File: src/rtl/rv32_alu_addsub_pipe.sv
// rtl/rv32_alu_addsub_pipe.sv - RV32 add/sub/compare ALU slice with valid/ready pipeline
// Result and flags are computed ahead of stage 0; the stages only carry them forward.
module rv32_alu_addsub_pipe #(
   parameter int XLEN   = 32,
   parameter int STAGES = 2,
   parameter int TAGW   = 5
) (
   input  logic            clk,
   input  logic            rst_n,
   input  logic            in_valid,
   output logic            in_ready,
   input  logic [4:0]      alu_opsel,
   input  logic [XLEN-1:0] opA,
   input  logic [XLEN-1:0] opB,
   input  logic [TAGW-1:0] in_tag,
   input  logic            flush,
   output logic            out_valid,
   input  logic            out_ready,
   output logic [XLEN-1:0] result,
   output logic [TAGW-1:0] out_tag,
   output logic            flag_z,
   output logic            flag_c,
   output logic            flag_v,
   output logic            flag_n,
   output logic            illegal
);

   localparam int PW = XLEN + TAGW + 5;

   if (STAGES < 1 || STAGES > 4) begin : g_bad_stages
      $error("rv32_alu_addsub_pipe: STAGES must be 1..4");
   end
   if (XLEN < 8 || XLEN > 64) begin : g_bad_xlen
      $error("rv32_alu_addsub_pipe: XLEN must be 8..64");
   end

   logic            is_add, is_sub, is_slt, is_sltu;
   logic            use_inv;
   logic [XLEN-1:0] opb_eff;
   logic [XLEN:0]   sum;
   logic [XLEN-1:0] diff;
   logic            carry, ovf, lt_s, lt_u;
   logic [XLEN-1:0] res;
   logic            fz, fc, fv, fn, ill;
   logic [PW-1:0]   payload;

   always_comb begin
      is_add  = 1'b0;
      is_sub  = 1'b0;
      is_slt  = 1'b0;
      is_sltu = 1'b0;
      case (alu_opsel)
         5'd0, 5'd7, 5'd15, 5'd16, 5'd17: is_add  = 1'b1;
         5'd1, 5'd8:                      is_sub  = 1'b1;
         5'd2:                            is_slt  = 1'b1;
         5'd3:                            is_sltu = 1'b1;
         default: ;
      endcase
   end

   // Subtract and both compares share one adder fed with ~opB and a carry-in of 1.
   assign use_inv = !is_add;
   assign opb_eff = use_inv ? ~opB : opB;
   assign sum     = {1'b0, opA} + {1'b0, opb_eff} + {{XLEN{1'b0}}, use_inv};
   assign diff    = sum[XLEN-1:0];
   assign carry   = sum[XLEN];
   assign ovf     = (opA[XLEN-1] == opb_eff[XLEN-1]) && (diff[XLEN-1] != opA[XLEN-1]);
   assign lt_s    = diff[XLEN-1] ^ ovf;
   assign lt_u    = !carry;

   always_comb begin
      res = '0;
      fc  = 1'b0;
      fv  = 1'b0;
      ill = 1'b0;
      if (is_add || is_sub) begin
         res = diff;
         fc  = carry;
         fv  = ovf;
      end else if (is_slt) begin
         res = {{(XLEN-1){1'b0}}, lt_s};
         fc  = carry;
      end else if (is_sltu) begin
         res = {{(XLEN-1){1'b0}}, lt_u};
         fc  = carry;
      end else begin
         ill = 1'b1;
      end
      fz = (res == '0);
      fn = res[XLEN-1];
   end

   assign payload = {res, in_tag, fz, fc, fv, fn, ill};

   logic [STAGES-1:0] valid_q;
   logic [PW-1:0]     data_q [STAGES];
   logic              advance;

   // The whole pipe moves in lockstep; bubbles are carried, never squeezed out.
   assign advance = !valid_q[STAGES-1] || out_ready;

   always_ff @(posedge clk or negedge rst_n) begin
      if (!rst_n) begin
         valid_q <= '0;
         for (int i = 0; i < STAGES; i++) data_q[i] <= '0;
      end else begin
         if (flush) begin
            valid_q <= '0;
         end else if (advance) begin
            valid_q[0] <= in_valid;
            for (int i = 1; i < STAGES; i++) valid_q[i] <= valid_q[i-1];
         end
         if (advance) begin
            data_q[0] <= payload;
            for (int i = 1; i < STAGES; i++) data_q[i] <= data_q[i-1];
         end
      end
   end

   assign in_ready  = advance;
   assign out_valid = valid_q[STAGES-1];
   assign {result, out_tag, flag_z, flag_c, flag_v, flag_n, illegal} = data_q[STAGES-1];

endmodule

File: config.mk
export PLATFORM = sky130hd
export DESIGN_NAME = rv32_alu_addsub_pipe
export DESIGN_NICKNAME = d
export VERILOG_FILES = /design/src/rtl/rv32_alu_addsub_pipe.sv
export SDC_FILE = /design/constraint.sdc
export NUM_CORES = 1
export LEC_CHECK = 0
export BUFFER_PORTS_ARGS = -buffer_cell sky130_fd_sc_hd__buf_2
export CORE_UTILIZATION = 40
export CTS_BUF_LIST = sky130_fd_sc_hd__clkbuf_8
export DETAILED_ROUTE_END_ITERATION = 10
export HOLD_SLACK_MARGIN = 0.03
export SYNTH_ARGS = -nofsm -noshare
export SYNTH_HDL_FRONTEND = slang
export SYNTH_SLANG_ARGS = --single-unit
File: constraint.sdc
create_clock -name clk -period 2.7 [get_ports clk]
set_clock_uncertainty 0.15 [all_clocks]
set_input_delay 0.405 -clock clk [delete_from_list [all_inputs] [get_ports clk]]
set_output_delay 0.405 -clock clk [all_outputs]
set_load 0.01 [all_outputs]
==> results.md, run 1 <==
- CTS Buf Count: 9
- Fmax: 245.2 MHz
- Routability congestion estimate: 0.9108
- Max-Cap Viols: 0
- Placed Cells: 1132
- EDFF count, synth: 0
- Compound-Gate Fraction of Synth Area: roughly 20%
- Violations in the final reports: setup timing
- Mapped Area: approximately 6000 um2
- Vias per inst: approximately 5.1
- Library cells used by synthesis: 70
- Part of the power in combinational logic: around 51%
- Clock power frac: 18.6%
- Non-Filler Instances: 1177
- Root Driver: clkbuf_8
- Top Ports: 123
- DPL Wire Length: 13650 um
- Hold WC Path Type: in2reg
- Post-synthesis mux area share: less than 1%
- Clk sink count: 84
- Unrepaired setup endpoints after global routing: yes
- PD cells: 523.5 nW/um2
- Post-Synth Adder-Cell Area: 6.827%
- Iter 0 DRT Violations: 365
- Diodes inserted: 0
- Area growth from synthesis to layout: 52.75%
- Syn_nets: 836
- CTS tree: yes
- Yosys warns: 0
- Worst-skew pair later-pin latency: 0.34 ns
- Remaining DRCs: 0
- Main combinational cell family by area after synthesis: simple AND/OR/NAND/NOR gates
- Core ar.: 14530 um2
- Xor-xnor portion of the synthesized cell area: between 7 and 8%
- Initial Util: between 40% and 50%
- Sequential area share after synthesis: a little over a third
- Worst-margin pin slew: between 0.6 and 0.7 ns
- Number of global-route vias before repair: 5905
- Final instance area: approximately 9100 um2
- Longest Clk Path Bufs: 2
- Synthesized flop and latch total: 84
- CTS H-tree lvls: 3
- Overflow after GRT: 0
- # port buffers: 122
- Initial antenna violation count: 0
- Crit path kind: in2reg
- Largest cells by area after synthesis: dfrtp_1, nand2_1, ha_1
- WL final: 17640 um
- Die X: 124.2 um
- Ratio of cells with drive above 1 in the final layout: 45.82%
- Pin count of the biggest net entering global routing: 61
- Hold Fails Final Rpt: 0
- Layout net count: 1100
- CTS clk-pin slew, worst paths: 0.07 ns
- CP Capture Type: register
- Top FF cell, synth: dfrtp_1
- Global-route wire length before repair: just under 30000 um
- Static Leak: about 4.6 nW
- Final number of setup-violating endpoints: 30
- Reg power frac: 30.9%
- Fin. max-slew vios: 0
- P_int: 3.124 mW
- # rows: 44
- Leading area contributor after synthesis: dfrtp_1
- DRT Pass-1 Iters: 4
- Die area: 15430 um2
- Kind of start point of the critical path: input pin
- Switch share: 34.61%
- Synth async-reset ratio: between 90% and 100%
- Proportion of netlist area held by the largest area contributor: 35.18%
- Pre-CTS setup slack: -1.861 ns
- Via count: 5957
- Max-slew headroom: 56.62%
- Total track usage: 22.65%
- Avg Cell Area, Syn: 8.241 um2
- Simple-gate share of the synthesized area: 21.91%
- Fin crit period: 4.078 ns
- Gate Count Post-Synth: 725
- Post-route ant nets: 0
- P_sw: between 1.5 and 2 mW
- Status: finished with violations
- Placed Area: just under 8000 um2
- Setup WS post-layout: -1.378 ns
- WL per Instance: 14.98 um
- Worst Path Required: 2.83 ns
- CP max FO: 6
- Max VDD drop: 0.2405 mV
- Fin crit share: 151.0%
- Crit path DAT: 4.21 ns
- Die Y-Extent: 124.2 um
critical path: stages:
cell and delay (ns):
buf_6 0.09, and4b_2 0.25, a21oi_4 0.30, buf_6 0.18
xor2_1 0.17, ha_1 0.29, and3_4 0.22, and4_4 0.18
a32o_1 0.21, a211o_1 0.33, xor2_2 0.21, or4b_4 0.50
o41ai_4 0.30, o2111ai_2 0.16, a211oi_2 0.22, a32o_1 0.17
final cells by class:
type	instances	area, um2
well taps	184	230.2
repair buffers	323	2315
inverters	12	45.04
clock inverters	3	37.54
multi-input cells	559	4232
fillers	1248	5408
clock buffers	12	165.2
flip-flops and latches	84	2102
repair_timing:
action / CTS / global route
hold endpoints to repair: 50 / 0
pin swaps: 52 / 74
setup buffers: 18 / 21
hold buffers: 1 / 0
resized for setup: 110 / 84
setup endpoints to repair: 31 / 31
layout by cell type, fill, tap and decap left out, types with 4 or more instances in the layout:
cell type	count
nor2_1	21
o211ai_1	6
nand4_1	7
and2_1	4
xor2_2	7
nand2_1	193
ha_1	28
xnor2_1	4
dfrtp_1	84
a22o_1	9
a21oi_2	9
xor2_1	32
nor3_1	4
a211oi_2	4
and3_4	5
nand2_4	4
xnor2_2	5
a21oi_1	22
o21ai_1	15
nand2_2	4
buf_4	166
buf_6	34
o21ai_0	21
o21ai_2	7
a211o_1	5
o21a_1	6
or2_2	4
a21o_1	14
clkbuf_8	12
inv_1	13
buf_2	117
a21oi_4	5
nand3_1	9
state kept, by name, summed over array words and instances (netlist names):
name and cells:
out_tag 5, flag_v 1, illegal 1, data_q 41
result 31, flag_z 1, flag_c 1, flag_n 1
valid_q 2
routing by layer:
metal | global-route usage, % | share of wire, %
met1 | 31.32 | 48
met4 | 6.449 | 1.5
met2 | 37.73 | 47
met5 | 0 | 0
met3 | 1.983 | 3.1
power by group through the flow:
stage	combinational (mW)	clock [mW]	sequential (mW)
3_3_place_gp	1.86	0	1.50
5_1_grt	2.60	0.970	1.50
2_1_floorplan	1.02	0	1.49
6_report	2.41	0.890	1.48
4_1_cts	2.18	0.923	1.48
3_5_place_dp	1.89	0	1.50
worst paths after layout:
kind | depth (start not counted) | startpoint | slack [ns] | end
hold / removal | 2 | flush | 0.06 | valid_q[0]$_DFFE_PN0P_
setup reg to reg | 9 | valid_q[1]$_DFFE_PN0P_ | 0.45 | data_q[46]$_DFFE_PN0P_
setup / recovery | 16 | alu_opsel[1] | -1.38 | data_q[46]$_DFFE_PN0P_
hold reg to reg | 2 | result[24]$_DFFE_PN0P_ | 0.31 | result[24]$_DFFE_PN0P_
max in group asynchronous | 3 | rst_n | 1.28 | result[12]$_DFFE_PN0P_
min in group asynchronous | 2 | rst_n | 0.50 | out_tag[0]$_DFFE_PN0P_
synthesized netlist by cell type (3+ instances only):
library cell  number
nand2_1          201
dfrtp_1           84
o21ai_0           42
xor2_1            42
buf_4             37
a21oi_1           36
ha_1              31
clkbuf_1          27
nor2_1            26
a21o_1            14
nand3_1           13
inv_1             12
xnor2_1           11
a22o_1             9
and3_1             7
nand4_1            7
nor3_1             7
o21a_1             7
a211o_1            6
a211oi_1           6
a31oi_1            6
o211ai_1           6
o2111ai_1          5
o31ai_1            5
or2_2              5
and2_1             4
o21bai_1           4
a32o_1             3
buf_1              3
mux2_2             3
nand2b_1           3
nand3b_1           3
or3_1              3
metrics by stage:
step	utilization (%)	power, mW	setup TNS [ns]	hold slack, ns
after global placement	53.37	3.357	-31.58	0.2949
after CTS	59.48	4.584	-18.06	0.04298
after floorplan	-	2.508	-12.67	-0.04059
after global routing	62.79	5.068	-20.97	0.05656
after detailed placement	53.37	3.393	-32.50	0.3019
final	62.79	4.777	-18.23	0.06237
kinds of logic after synthesis:
| group | Yosys count |
|---|---|
| buf+inv | 82 |
| mux | 5 |
| fa+ha+maj | 32 |
| flops | 84 |
| simple gates | 296 |
| compound gates | 173 |
| xor+xnor | 53 |
Note: power is estimated with default switching activity, not from simulation.
==> run 2: changes to the inputs <==
--- a/config.mk
+++ b/config.mk
@@ -9,7 +9,7 @@
 export CORE_UTILIZATION = 40
 export CTS_BUF_LIST = sky130_fd_sc_hd__clkbuf_8
 export DETAILED_ROUTE_END_ITERATION = 10
-export HOLD_SLACK_MARGIN = 0.03
+export HOLD_SLACK_MARGIN = 0.12
 export SYNTH_ARGS = -nofsm -noshare
 export SYNTH_HDL_FRONTEND = slang
 export SYNTH_SLANG_ARGS = --single-unit
==> run 2 against run 1 <==
Against the previous run:
- the run still ends with setup timing left
- clock-buffer cell count unchanged
- sequential power is essentially flat
- non-clock buffer count up 6
- highest routed layer unchanged
==> results.md, run 2 (synthesized netlist as in run 1, its figures left out) <==
- Violations in the final reports: setup timing
- CTS clk-pin slew, worst paths: 0.07 ns
- Total track usage: 22.78%
- Routability congestion estimate: 0.9108
- # rows: 44
- Fin crit period: 4.081 ns
- Die area: 15430 um2
- Initial Util: 41.11%
- CP Capture Type: register
- Setup crit end: data_q[46]$_DFFE_PN0P_
- Unrepaired setup endpoints after global routing: yes
- Status: finished with violations
- Max FFs per register: 41
- Max-slew headroom: 56.50%
- Fin. max-slew vios: 0
- R2R Path End: data_q[46]$_DFFE_PN0P_
- Post-route ant nets: 0
- CTS H-tree lvls: 3
- CTS Buf Count: 9
- Vias per inst: 5.049
- DRT Pass-1 Iters: 5
- Diodes inserted: 0
- Remaining DRCs: 0
- DPL Wire Length: 13650 um
- Worst reg2reg startpoint: valid_q[1]$_DFFE_PN0P_
- Initial antenna violation count: 0
- Commonest non-fill, non-tap cell in the layout: nand2_1
- PD cells: roughly 520 nW/um2
- Worst-skew pair later-pin latency: 0.34 ns
- FILL cells: around 1200
- Crit path DAT: about 4.2 ns
- Worst Path Required: 2.83 ns
- WHS: 0.2311 ns
- Root Driver: clkbuf_8
- Global-route wire length before repair: around 29000 um
- Core ar.: 14530 um2
- Slowest CP cell: or4b_4
- Pin count of the biggest net entering global routing: 61
- Multi-input gate area: 4232 um2
- Hold path depth: 3
- Hold WC Path Type: in2reg
- CP max FO: 6
- FF-to-FF path depth: 9
- Crit path kind: in2reg
- CP Launch Point: alu_opsel[1]
- Final number of setup-violating endpoints: 30
- Kind of start point of the critical path: input pin
- Max incr delay on CP: about 0.50 ns
- WL final: 17710 um
- Iter 0 DRT Violations: 424
- CP Depth: 16
- Hold Fails Final Rpt: 0
- Reg with most FFs: data_q
- Crit path cell chain: buf_6 > and4b_2 > a21oi_4 > buf_6 > xor2_1 > ha_1 > and3_4 > and4_4 > a32o_1 > a211o_1 > xor2_2 > or4b_4 > o41ai_4 > o2111ai_2 > a211oi_2 > a32o_1
- Critical path buffer and inverter count: 2
- Top Ports: 123
- Ratio of cells with drive above 1 in the final layout: 45.55%
- Delay-heaviest family, CP: compound AO/OA/AOI/OAI gates
- Clk sink count: 84
- Max VDD drop: between 0.2 and 0.25 mV
- WL per Instance: 14.97 um
- Worst-margin pin slew: 0.6525 ns
- Via count: 5973
- Die Y-Extent: 124.2 um
- Flop2flop setup slack: 0.45 ns
- Static Leak: around 4.6 nW
- Most frequent cells in the layout: nand2_1, buf_4, buf_2
- Overflow after GRT: 0
- Finished Core Util: a little over three fifths
- Fin crit share: 151.1%
- Setup WS post-layout: -1.381 ns
- Area growth from synthesis to layout: 53.76%
- CTS tree: yes
- Number of global-route vias before repair: 5938
- Longest Clk Path Bufs: 2
- Max-Cap Viols: 0
- # port buffers: approximately 120
- Layout net count: 1106
- Sequential cell area: 2102 um2
- Fmax: 245.0 MHz
- Die X: between 100 and 150 um
[run 2: cell types whose count changed in the layout (fill, tap and decap cells not counted), sizes merged]
cell / before / now
dlygate4sd3: 1 / 7
[run 2: worst min-delay path, delay by kind of cell]
family,cells,cell delay [ns]
simple gates,1,0.11
compound gates,1,0.08
buf+inv,1,0.10
[run 2: worst min-delay path by stage]
stage / startpoint / end
after detailed placement: result[11]$_DFFE_PN0P_ / result[11]$_DFFE_PN0P_
after CTS: opA[31] / data_q[44]$_DFFE_PN0P_
after global placement: result[19]$_DFFE_PN0P_ / result[19]$_DFFE_PN0P_
final: in_valid / valid_q[0]$_DFFE_PN0P_
after floorplan: rst_n / data_q[42]$_DFFE_PN0P_
after global routing: in_valid / valid_q[0]$_DFFE_PN0P_
[run 2: power by group]
part / switching [mW] / internal (mW)
clock: 0.394 / 0.492
sequential: 0.0762 / 1.40
combinational: 1.18 / 1.24
total: 1.65 / 3.13
[run 2: timing repair]
action,CTS,global route
pin swaps,52,74
gates resized for setup,110,84
setup endpoints to repair,31,31
hold endpoints to repair,57,0
hold buffers,7,0
buffers inserted,18,21
[run 2: cell type report]
| type | count | share of cell area (%) |
|---|---|---|
| multi-input combinational | 559 | 46.06 |
| timing repair buffer | 329 | 25.85 |
| sequential | 84 | 22.88 |
| tap | 184 | 2.506 |
| clock buffer | 12 | 1.798 |
| inverter | 12 | 0.4903 |
| clock inverter | 3 | 0.4086 |
[run 2: metrics by stage]
step	worst slack (ns)	instances	setup TNS, ns	power [mW]	area [um2]
3_5_place_dp	-1.861	1132	-32.50	3.393	7757
5_1_grt	-1.478	1183	-20.97	5.075	9186
6_report	-1.381	1183	-18.28	4.780	9186
3_3_place_gp	-1.946	1132	-31.58	3.357	7757
4_1_cts	-1.272	1172	-18.06	4.591	8705
2_1_floorplan	-1.280	725	-12.67	2.508	6056
[run 2: per-layer routing]
metal / vias to the layer above / track usage [%] / routed length (um)
li1: 3018 / - / -
met5: - / 0 / 0
met4: 0 / 6.449 / 270
met1: 2811 / 31.38 / 8430
met3: 15 / 1.983 / 532
met2: 129 / 38.12 / 8476
==> run 3: changes to the inputs <==
==> constraint.sdc (replaced) <==
create_clock -name clk -period 3.7 [get_ports clk]
set_clock_uncertainty 0.15 [all_clocks]
set_input_delay 0.555 -clock clk [delete_from_list [all_inputs] [get_ports clk]]
set_output_delay 0.555 -clock clk [all_outputs]
set_load 0.005 [all_outputs]
==> run 3 against run 2 <==
Against the previous run:
- the flow still finishes with violations (setup timing)
- core utilization is 6.7 points lower
- combinational power is 41% lower
- power is 34% lower
- global-route usage is 0.48 points lower
- largest power group unchanged
- highest routed layer unchanged
==> results.md, run 3 (synthesized netlist as in run 1, its figures left out) <==
- Status: finished with violations
- Violations in the final reports: setup timing
- Remaining DRCs: 0
- Core ar.: 14530 um2
- Initial Util: between 40 and 50%
- Final number of setup-violating endpoints: 4
- Root Driver: clkbuf_8
- Pin count of the biggest net entering global routing: 85
- Die area: about 15000 um2
- # rows: 44
- Slowest CP cell: a2111oi_1
- WHS: 0.2004 ns
- CP max FO: 7
- WL final: between 15000 and 20000 um
- CTS clk-pin slew, worst paths: 0.09 ns
- FILL cells: 1388
- Ratio of cells with drive above 1 in the final layout: 38.08%
- Worst-margin pin slew: 1.047 ns
- Overflow after GRT: 0
- Fin. max-slew vios: 0
- Via count: 5879
- Sequential cell area: 2102 um2
- Multi-input gate area: 3690 um2
- Finished Core Util: 56.53%
- Clk sink count: 84
- Crit path kind: in2reg
- CTS Buf Count: 9
- Fin crit period: 4.184 ns
- PD cells: 384.8 nW/um2
- Worst reg2reg startpoint: valid_q[1]$_DFFE_PN0P_
- DPL Wire Length: 13500 um
- Setup WS post-layout: -0.4839 ns
- CTS H-tree lvls: 3
- Die X: 124.2 um
- Non-Filler Instances: 1140
- Max FFs per register: 41
- Hold WC Path Type: in2async
- Longest Clk Path Bufs: 2
- Pre-CTS setup slack: -0.9079 ns
- Fin crit share: 113.1%
- Iter 0 DRT Violations: 348
- Die Y-Extent: 124.2 um
- Global-route wire length before repair: ~28000 um
- Initial antenna violation count: 0
- Crit path DAT: approximately 4.3 ns
- Worst-skew pair later-pin latency: 0.35 ns
- Top Ports: ~120
- Hold Fails Final Rpt: 0
- CP Capture Type: register
- Max-slew headroom: 30.18%
- Kind of start point of the critical path: input pin
- WL per Instance: approximately 15 um
- Max VDD drop: 0.1469 mV
- CTS tree: yes
- Placed Cells: between 1000 and 1500
- Max incr delay on CP: 0.54 ns
- Total track usage: 22.31%
- Number of global-route vias before repair: 5795
- # port buffers: between 100 and 150
- Crit path cell chain: buf_6 > and4b_2 > a21oi_4 > buf_12 > buf_4 > xor2_2 > ha_1 > buf_4 > or3b_2 > a2111oi_1 > a311oi_2 > and4b_1 > a22o_1 > o2111ai_1 > a2111oi_2 > o2111ai_1 > a211oi_2 > a32o_1
- Unrepaired setup endpoints after global routing: yes
- Diodes inserted: 0
- Vias per inst: 5.157
- Static Leak: 4.215 nW
- Worst Path Required: between 3 and 4 ns
- Fmax: 239.0 MHz
- Max-Cap Viols: 0
- Reg with most FFs: data_q
- Commonest non-fill, non-tap cell in the layout: nand2_1
- Area growth from synthesis to layout: 37.51%
- Most frequent cells in the layout: nand2_1, buf_4, buf_2
- CP Launch Point: alu_opsel[1]
- DRT Pass-1 Iters: 4
- Routability congestion estimate: ~0.9
- Layout net count: 1062
- Post-route ant nets: 0
- CTS Hold Buffers Added: 0
[run 3: final timing paths]
path / endpoint / slack [ns] / cells past startpoint
max: data_q[46]$_DFFE_PN0P_ / -0.48 / 18
min: data_q[48]$_DFFE_PN0P_ / 0.20 / 1
max reg2reg: data_q[46]$_DFFE_PN0P_ / 1.47 / 9
min reg2reg: result[21]$_DFFE_PN0P_ / 0.31 / 2
max in group asynchronous: result[28]$_DFFE_PN0P_ / 2.49 / 1
min in group clk: valid_q[1]$_DFFE_PN0P_ / 0.21 / 2
[run 3: worst max-delay path: cells and delay by family]
family          cells  cell delay (ns)
buf+inv             4             0.55
compound gates      9             1.83
simple gates        3             0.97
fa+ha+maj           1             0.33
xor+xnor            1             0.05
[run 3: per-stage QoR]
stage / setup TNS [ns] / cell area (um2) / power (mW)
detailed placement: -7.194 / 7550 / 2.403
CTS: -0.6959 / 8013 / 3.138
global route: -1.245 / 8215 / 3.373
floorplan: -0.4363 / 6032 / 1.800
finish: -0.6706 / 8215 / 3.161
global placement: -6.301 / 7550 / 2.380
[run 3: routing by layer]
metal / global-route usage (%) / vias up / routed length [um]
met3: 2.931 / 17 / 695
met5: 0 / - / 0
met1: 31.46 / 2766 / 8235
met2: 35.78 / 155 / 7916
met4: 6.024 / 0 / 221
li1: - / 2941 / -
[run 3: power by group]
part	switching (mW)	leakage, nW	internal (mW)
logic	0.708	3.00	0.707
clock network	0.336	0.103	0.336
registers	0.0533	1.11	1.02
[run 3: area by class of cell]
type                    instances  area share (%)
clock buffers                  10           1.675
clock inverters                 6          0.8833
inverters                      12          0.5483
multi-input cells             559           44.91
flip-flops and latches         84           25.59
well taps                     184           2.802
repair buffers                285           23.59
[run 3: timing repair]
action | in CTS | in global routing
pin swaps | 18 | 32
endpoints found under the setup margin | 9 | 14
setup buffers | 10 | 9
resized for setup | 44 | 33
